[config.mk]
export PLATFORM = sky130hd
export DESIGN_NAME = inst_fetch_ctrl
export DESIGN_NICKNAME = d
export VERILOG_FILES = /design/src/rtl/fetch_pkg.sv /design/src/rtl/fetch_group_fifo.sv /design/src/rtl/inst_fetch_ctrl.sv
export SDC_FILE = /design/constraint.sdc
export NUM_CORES = 1
export LEC_CHECK = 0
export BUFFER_PORTS_ARGS = -buffer_cell sky130_fd_sc_hd__buf_2
export CAP_MARGIN = 10
export CORE_AREA = 2 2 272 274
export DETAILED_ROUTE_END_ITERATION = 10
export DIE_AREA = 0 0 274 276
export SYNTH_ARGS = -nofsm -noshare
export SYNTH_HDL_FRONTEND = slang
export SYNTH_HIERARCHICAL = 1
export SYNTH_SLANG_ARGS = --single-unit
[constraint.sdc]
create_clock -name clk -period 19.4 [get_ports clk]
set_input_delay 1.94 -clock clk [delete_from_list [all_inputs] [get_ports clk]]
set_output_delay 1.94 -clock clk [all_outputs]
set_load 0.005 [all_outputs]
[src/rtl/fetch_pkg.sv]
`default_nettype none
// fetch_pkg: shared fetch-group type, sizing constants and lane-mask helper
// for the 4-wide instruction fetch controller.
package fetch_pkg;

  localparam int FETCH_WIDTH    = 4;
  localparam int GROUP_BYTES    = 16;
  localparam int PKG_ADDR_WIDTH = 32;
  localparam int PKG_DATA_WIDTH = 32;

  typedef struct packed {
    logic [PKG_ADDR_WIDTH-1:0]                   pc;
    logic [FETCH_WIDTH-1:0][PKG_DATA_WIDTH-1:0]  inst;
    logic [FETCH_WIDTH-1:0]                      mask;
  } fetch_group_t;

  typedef enum logic [0:0] {
    FETCH_IDLE = 1'b0,
    FETCH_RUN  = 1'b1
  } fetch_state_e;

  // Lanes at or above the word offset of pc within its 16-byte group are valid.
  function automatic logic [FETCH_WIDTH-1:0] group_mask(input logic [1:0] pc_word);
    return FETCH_WIDTH'(4'b1111 << pc_word);
  endfunction

endpackage
`default_nettype wire

[src/rtl/fetch_group_fifo.sv]
`default_nettype none
// fetch_group_fifo: synchronous FIFO of fetch groups; flush overrides
// push and pop in the same cycle.
module fetch_group_fifo
  import fetch_pkg::*;
#(
  parameter int FIFO_DEPTH = 2
) (
  input  logic                        clk,
  input  logic                        flush,
  input  logic                        push,
  input  logic                        pop,
  input  fetch_group_t                din,
  output logic [$clog2(FIFO_DEPTH):0] count,
  output fetch_group_t                head,
  output logic                        empty,
  output logic                        full
);

  localparam int PW = $clog2(FIFO_DEPTH);
  localparam int CW = PW + 1;

  fetch_group_t   mem [FIFO_DEPTH];
  logic [PW-1:0]  wr_ptr;
  logic [PW-1:0]  rd_ptr;
  logic           do_push;
  logic           do_pop;

  assign empty   = (count == '0);
  assign full    = (count == CW'(FIFO_DEPTH));
  assign do_pop  = pop & ~empty;
  assign do_push = push & ~full;
  assign head    = mem[rd_ptr];

  // Depth is a power of two, so the pointers wrap on their own.
  always_ff @(posedge clk) begin
    if (flush) begin
      wr_ptr <= '0;
      rd_ptr <= '0;
      count  <= '0;
    end else begin
      if (do_push) begin
        mem[wr_ptr] <= din;
        wr_ptr      <= wr_ptr + PW'(1);
      end
      if (do_pop) begin
        rd_ptr <= rd_ptr + PW'(1);
      end
      count <= count + CW'(do_push) - CW'(do_pop);
    end
  end

endmodule
`default_nettype wire

[src/rtl/inst_fetch_ctrl.sv]
`default_nettype none
// inst_fetch_ctrl: issues aligned 4-word fetch groups to a 4-port SRAM,
// captures the responses and queues them toward decode; redirects flush.
module inst_fetch_ctrl
  import fetch_pkg::*;
#(
  parameter int                     ADDR_WIDTH = 32,
  parameter int                     DATA_WIDTH = 32,
  parameter logic [ADDR_WIDTH-1:0]  RESET_PC   = 32'h8000_0000,
  parameter int                     FIFO_DEPTH = 2
) (
  input  logic                  clk,
  input  logic                  rst,
  input  logic                  fetch_en,
  input  logic                  redirect_valid,
  input  logic [ADDR_WIDTH-1:0] redirect_pc,
  output logic                  sram_en0,
  output logic                  sram_en1,
  output logic                  sram_en2,
  output logic                  sram_en3,
  output logic [ADDR_WIDTH-1:0] sram_raddr0,
  output logic [ADDR_WIDTH-1:0] sram_raddr1,
  output logic [ADDR_WIDTH-1:0] sram_raddr2,
  output logic [ADDR_WIDTH-1:0] sram_raddr3,
  input  logic [DATA_WIDTH-1:0] sram_rdata0,
  input  logic [DATA_WIDTH-1:0] sram_rdata1,
  input  logic [DATA_WIDTH-1:0] sram_rdata2,
  input  logic [DATA_WIDTH-1:0] sram_rdata3,
  output logic                  out_valid,
  input  logic                  out_ready,
  output logic [ADDR_WIDTH-1:0] out_pc,
  output logic [DATA_WIDTH-1:0] out_inst0,
  output logic [DATA_WIDTH-1:0] out_inst1,
  output logic [DATA_WIDTH-1:0] out_inst2,
  output logic [DATA_WIDTH-1:0] out_inst3,
  output logic [3:0]            out_mask
);

  localparam int CW  = $clog2(FIFO_DEPTH) + 1;
  localparam int CRW = CW + 1;

  fetch_state_e          state_q;
  logic [ADDR_WIDTH-1:0] pc_q;
  logic [ADDR_WIDTH-1:0] base;
  logic [ADDR_WIDTH-1:0] if_pc_q;
  logic [3:0]            mask;
  logic [3:0]            if_mask_q;
  logic                  inflight_q;
  logic                  issue;
  logic                  pop_req;
  logic                  push;
  logic                  flush;
  logic [CW-1:0]         count;
  logic [CRW-1:0]        credit;
  logic                  empty;
  logic                  full;
  fetch_group_t          din;
  fetch_group_t          head;

  assign base    = {pc_q[ADDR_WIDTH-1:4], 4'b0000};
  assign mask    = group_mask(pc_q[3:2]);
  assign out_valid = ~empty;
  assign pop_req = out_valid & out_ready;

  // Counting this cycle's pop as a free slot lets a depth-2 buffer sustain one group per cycle.
  assign credit = CRW'(count) + CRW'(inflight_q) - CRW'(pop_req);
  assign issue  = fetch_en & ~redirect_valid & ~rst & (credit < CRW'(FIFO_DEPTH));

  assign sram_en0    = issue & mask[0];
  assign sram_en1    = issue & mask[1];
  assign sram_en2    = issue & mask[2];
  assign sram_en3    = issue & mask[3];
  assign sram_raddr0 = base;
  assign sram_raddr1 = base + ADDR_WIDTH'(4);
  assign sram_raddr2 = base + ADDR_WIDTH'(8);
  assign sram_raddr3 = base + ADDR_WIDTH'(12);

  assign flush = rst | redirect_valid;
  assign push  = inflight_q & (state_q == FETCH_RUN) & ~flush;

  // Disabled SRAM lanes still present stale read data, so they are zeroed here.
  always_comb begin
    din         = '0;
    din.pc      = if_pc_q;
    din.mask    = if_mask_q;
    din.inst[0] = if_mask_q[0] ? sram_rdata0 : '0;
    din.inst[1] = if_mask_q[1] ? sram_rdata1 : '0;
    din.inst[2] = if_mask_q[2] ? sram_rdata2 : '0;
    din.inst[3] = if_mask_q[3] ? sram_rdata3 : '0;
  end

  always_ff @(posedge clk) begin
    if (rst) begin
      state_q    <= FETCH_IDLE;
      pc_q       <= RESET_PC;
      inflight_q <= 1'b0;
      if_pc_q    <= '0;
      if_mask_q  <= '0;
    end else begin
      state_q    <= (fetch_en | inflight_q) ? FETCH_RUN : FETCH_IDLE;
      inflight_q <= issue;
      if (issue) begin
        if_pc_q   <= pc_q;
        if_mask_q <= mask;
      end
      if (redirect_valid) begin
        pc_q <= redirect_pc & ~ADDR_WIDTH'(3);
      end else if (issue) begin
        pc_q <= base + ADDR_WIDTH'(GROUP_BYTES);
      end
    end
  end

  fetch_group_fifo #(
    .FIFO_DEPTH (FIFO_DEPTH)
  ) u_fifo (
    .clk   (clk),
    .flush (flush),
    .push  (push),
    .pop   (pop_req),
    .din   (din),
    .count (count),
    .head  (head),
    .empty (empty),
    .full  (full)
  );

  assign out_pc    = out_valid ? head.pc      : '0;
  assign out_inst0 = out_valid ? head.inst[0] : '0;
  assign out_inst1 = out_valid ? head.inst[1] : '0;
  assign out_inst2 = out_valid ? head.inst[2] : '0;
  assign out_inst3 = out_valid ? head.inst[3] : '0;
  assign out_mask  = out_valid ? head.mask    : '0;

  always @(posedge clk) begin
    if (!flush) begin
      assert (!(push && full));
    end
  end

endmodule
`default_nettype wire

* After elaboration in Yosys (flattened, before gate mapping)
Memories as Yosys holds them, arrays and structs flattened. A register that Yosys moved wholly into a read port is not among the register bits.
Index checks and enable logic that the tools add are counted.
** Word-level totals
- Flip-flop bits (word level) :: 74
- Input port bits :: 165
- Memory bits (writable) :: 328
- Word-level logic and storage cells :: 63
- Memories kept :: 1
** Cells by class
- Order comparisons :: 1
- Reductions and logical operators :: 3
- Shift-type cells :: 1
- Muxes and demuxes :: 18
- Add/sub/neg operators :: 10
- Equality and inequality tests :: 1
- Bitwise operators :: 19
** Memory list
- u_fifo.mem :: depth 2, bits a word 164, read ports 1, clocked after memory_dff 1, wr ports 1, RTL line fetch_group_fifo.sv:23 : fetch_group_t mem [FIFO_DEPTH];
** Operators with widths (number)
- two-way mux 32 bit :: 11
- adder 32 x 4 -> 32 bit (second input constant) :: 2
- adder 32 x 3 -> 32 bit (second input constant) :: 1
- adder 32 x 5 -> 32 bit (second input constant) :: 1
- AND 1 bit :: 12
- two-way mux 1 bit :: 6
- NOT 1 bit :: 5
- two-way mux 4 bit :: 1
- left shift 4 x 2 -> 4 bit (first input constant) :: 1
- adder 2 x 1 -> 3 bit :: 1
- less-than comparator 3 x 2 -> 1 bit (second input constant) :: 1
- subtractor 3 x 1 -> 3 bit :: 1
- adder 1 bit (second input constant) :: 2
- adder 2 x 1 -> 2 bit :: 1
- == test 2 bit (second input constant) :: 1
- zero test 2 bit :: 1
- bitwise OR 1 bit :: 2
- nonzero test 2 bit :: 1
- OR reduction 2 bit :: 1
- subtractor 2 x 1 -> 2 bit :: 1

* Depth between registers and ports, before layout
- Depth in word-level cells :: 8
- Gate-level depth with buffers :: 14

* By module
Netlist, hierarchy kept.
** By module, submodules not included
- fetch_group_fifo :: area an instance 12179.2 sq um, instances 1, cells each 535
- inst_fetch_ctrl :: area an instance 5885.6 sq um, instances 1, cells each 835

* Least setup slack after synthesis
OpenSTA, ideal clock, no wires.
- Path kind :: input to register
- From :: in redirect_valid
- To :: mem u_fifo/mem[1][0] (netlist name) (enable)
- Path slack :: 4105 ps
- Arrival time :: 14374 ps
- Cell stages on the path :: 5
- Library setup time :: 922 ps
- Data required time :: 18478 ps
- Cell sequence :: clkbuf_1 nor2_1 and3_1 nand2b_4 nor3b_1
** On the way
- Word-level cells in the longest chain between the ends :: 7
** RTL lines
- start: declaration :: RTL line inst_fetch_ctrl.sv:15 : input logic redirect_valid,
- bitwise OR 1 bit :: RTL line inst_fetch_ctrl.sv:78 : assign flush = rst | redirect_valid;
- NOT 1 bit :: RTL line inst_fetch_ctrl.sv:79 : assign push = inflight_q & (state_q == FETCH_RUN) & ~flush;
- AND 1 bit :: RTL line inst_fetch_ctrl.sv:79
- named net push :: RTL line inst_fetch_ctrl.sv:51 : logic push;
- AND 1 bit :: RTL line fetch_group_fifo.sv:32 : assign do_push = push & ~full;
- two-way mux 1 bit :: RTL line fetch_group_fifo.sv:42 : if (do_push) begin
- two-way mux 1 bit :: RTL line fetch_group_fifo.sv:37 : if (flush) begin
- two-way mux 1 bit (implied by the code) :: RTL line fetch_group_fifo.sv:43 : mem[wr_ptr] <= din;
- end: declaration :: RTL line fetch_group_fifo.sv:23
The timed path passes the listed nets, and every way through them passes these cells.

* Worst setup path in the final report
- From :: in out_ready
- To :: out sram_en2
** On the way
- Word-level cells in the longest chain between the ends :: 5
** RTL lines
- start: declaration :: RTL line inst_fetch_ctrl.sv:30 : input logic out_ready,
- AND 1 bit :: RTL line inst_fetch_ctrl.sv:63 : assign pop_req = out_valid & out_ready;
- named net pop_req :: RTL line inst_fetch_ctrl.sv:50 : logic pop_req;
- subtractor 3 x 1 -> 3 bit :: RTL line inst_fetch_ctrl.sv:66 : assign credit = CRW'(count) + CRW'(inflight_q) - CRW'(pop_req);
- less-than comparator 3 x 2 -> 1 bit :: RTL line inst_fetch_ctrl.sv:67 : assign issue = fetch_en & ~redirect_valid & ~rst & (credit < CRW'(FIFO_DEPTH));
- AND 1 bit :: RTL line inst_fetch_ctrl.sv:67
- AND 1 bit :: RTL line inst_fetch_ctrl.sv:71 : assign sram_en2 = issue & mask[2];
- end: declaration :: RTL line inst_fetch_ctrl.sv:19 : output logic sram_en2,
The timed path passes the listed nets, and every way through them passes these cells.

==> results.json <==
{
  "grt_pass1_vias": 11700,
  "top_layer": "met5",
  "peakVddDrop_uv": 48.93,
  "relSlewSlack_pct": 30.26,
  "rsz0062_at_grt": "false",
  "wl_met2_um": 21840,
  "fillers": 7424,
  "rrSetupSlack_ns": 14.93,
  "netlist_instances": 1370,
  "maxCapViolations": 0,
  "final_antenna_net_count": 0,
  "synthAdderAreaFrac_pct": 0.3879,
  "viasPerCell": 4.229,
  "crit_arrival_ns": 4.30,
  "drc": 0,
  "yosys.area_share.simple_pct": 14.73,
  "yosysTopAreaCell": "edfxtp_1",
  "crit_fanout": 69,
  "ys_seq_area_share_pct": 62.39,
  "cts_tree": "built",
  "h-tree-depth": 2,
  "fin_total_pwr_w": 0.001856,
  "dr.pass1.iters": 5,
  "critPathLaunchType": "input pin",
  "ctsResizeCount": 0,
  "period_minus_slack_ns": 6.239,
  "cts.path.max_buffers": 3,
  "ys_seq_elements": 399,
  "grt-ovfl-total": 0,
  "period_share_pct": 32.16,
  "cts_sinks": 399,
  "status": "completed",
  "port_buffers": 443,
  "grt_pass1_wl_um": 67870,
  "rows": 99,
  "power_leakage_nw": 8.445,
  "holdBufCountCts": 0,
  "dieHeight_um": 276,
  "fin_ws_ns": 13.16,
  "tightest_slew_ns": 1.046,
  "required_ns": 17.46,
  "routed_wl_um": 45130,
  "report.final.slew_viol_count": 0,
  "cts_inserted_buffers": 46,
  "wl_per_cell_um": 16.80,
  "end_kind": "primary output",
  "syn_area_sq_mm": 0.01806,
  "antenna_found_initial": 4,
  "grt_max_degree": 78,
  "fin_skew_ns": 0.02215,
  "track_usage_pct": 11.39,
  "critPathKind": "in -> out",
  "die_area_sq_mm": 0.07562,
  "core_sq_mm": 0.07259,
  "initial_utilization_pct": 24.89,
  "drt-met1-wl_um": 18620,
  "power_density_mw_per_mm2": 85.18,
  "insertion_delay_ns": 0.56,
  "muxShareOfSynthArea_pct": 10.35,
  "ys_types": 52,
  "hold_viol": 0,
  "area_delta_synth_final_pct": 20.60,
  "dp_hpwl_um": 29660,
  "ys_top_cells_by_area": "edfxtp_1 (55%), mux2_2 (10%), dfxtp_1 (7.9%)",
  "final_layout_size_suffix_gt1_share_pct": 41.02,
  "vias": 11360,
  "gp_congestion": 0.8263,
  "synth_xor_area_share_pct": 0.4363,
  "yosysTopAreaCellShare_pct": 54.52,
  "die_w_um": 274,
  "synth_warnings": 6,
  "max_freq_mhz": 160.3,
  "synth_area_per_cell_sq_um": 13.19,
  "synth_top_family_by_area": "simple AND/OR/NAND/NOR gates",
  "fin_nets": 1861,
  "synth_compound_area_share_pct": 3.477,
  "path_clk_slew_ns": 0.06,
  "cts_root_buf": "clkbuf_16",
  "place_worst_setup_slack_ns": 13.15,
  "ios": 462,
  "drtIter0Drc": 539,
  "whs_ns": 0.4513,
  "met3_wirelength_um": 3360,
  "min_path_type": "reg -> reg",
  "postCtsSetupRepairBufs": 0,
  "setup_viol": 0,
  "fin_setup_tns_ns": 0
}
[synthesized netlist by cell type, drive strengths merged]
cell type / number
nor4: 9
o211ai: 3
nor2: 22
nand2b: 2
a22oi: 4
nand3: 14
a32oi: 2
and4: 2
ha: 4
buf: 145
conb: 2
a2111o: 1
o311ai: 2
a2bb2oi: 4
a21oi: 64
o221ai: 1
and3: 9
xnor2: 7
nand2: 81
a311oi: 1
nor2b: 168
dfxtp: 71
or3: 3
fa: 1
and2: 131
nor3: 9
o31a: 1
inv: 11
o22ai: 5
a31oi: 6
nand4: 10
clkbuf: 62
edfxtp: 328
o21a: 1
a2111oi: 1
xor2: 2
nor3b: 1
o31ai: 1
or4: 2
mux2: 166
o21ai: 11
[critical path, cell delays in order]
cell and delay, ns:
buf_2 0.08, nor2b_1 0.24, ha_1 0.27, nand2b_1 0.15, fa_1 0.39, xnor2_1 0.14
nand4_1 0.10, buf_4 0.58, a21oi_1 0.16, buf_2 0.19
[flip-flops by register name, indices dropped and copies added (netlist names), named ones only]
name	flops
if_mask_q	4
if_pc_q	30
inflight_q	1
pc_q	30
state_q	1
u_fifo/count	2
u_fifo/mem	328
u_fifo/rd_ptr	1
u_fifo/wr_ptr	1
[cell families (layout without fill, tap and decap cells)]
kind of cell	count (synthesis)	count (layout)
and+or+nand+nor	463	463
DFF	399	399
buffers and inverters	218	556
muxes	166	166
AOI/OAI and AO/OA	108	108
xor gates and xnor gates	9	9
adders and majority gates	5	5
other	2	22
[where the power goes]
group          internal [W]  leakage [nW]  switching (W)  total (W)
registers          0.000926          3.71      0.0000123   0.000938
clock network      0.000511         0.726       0.000341   0.000852
logic             0.0000312          4.00      0.0000343  0.0000655
[worst paths after layout]
| kind | startpoint | to | depth (start not counted) |
|---|---|---|---|
| hold reg to reg | if_pc_q[11]$_SDFFE_PP0P_ | u_fifo/mem[0][143]$_DFFE_PP_ | 0 |
| setup reg to reg | u_fifo/count[1]$_SDFF_PP0_ | pc_q[14]$_SDFFE_PP0P_ | 13 |
| setup / recovery | out_ready | sram_en2 | 10 |
| hold / removal | if_pc_q[11]$_SDFFE_PP0P_ | u_fifo/mem[0][143]$_DFFE_PP_ | 0 |
[final cells by class]
class	instances	area [sq um]	area share [%]
multi-input combinational	771	5400	24.79
tap	959	1200	5.508
clock inverter	23	207.7	0.9534
sequential	399	11270	51.75
timing repair buffer	462	2360	10.83
inverter	11	41.29	0.1895
clock buffer	60	1297	5.956
antenna	2	5.005	0.02297
[metrics by stage]
stage | util, % | cells | instance area [sq um]
4_1_cts | 30.01 | 2685 | 21780
6_report | 30.01 | 2687 | 21790
5_1_grt | 30.01 | 2685 | 21780
3_3_place_gp | 27.93 | 2602 | 20280
3_5_place_dp | 27.93 | 2602 | 20280
2_1_floorplan | - | 1388 | 18130
[cells in the final DEF, fill, tap and decap left out, types with 21 or more instances in the layout]
cell,Yosys,layout
dfxtp_1,71,70
mux2_2,166,166
nor2_1,22,21
nand2_1,81,81
a21oi_1,64,64
buf_2,4,443
clkbuf_16,0,49
and2_1,131,131
nor2b_1,167,167
edfxtp_1,328,328
[per-layer routing]
layer,up-vias,global-route usage [%]
met5,-,0
met4,6,3.972
met3,83,2.805
met2,444,19.62
met1,5507,13.75
li1,5324,-
(Power assumes the default switching activity.)
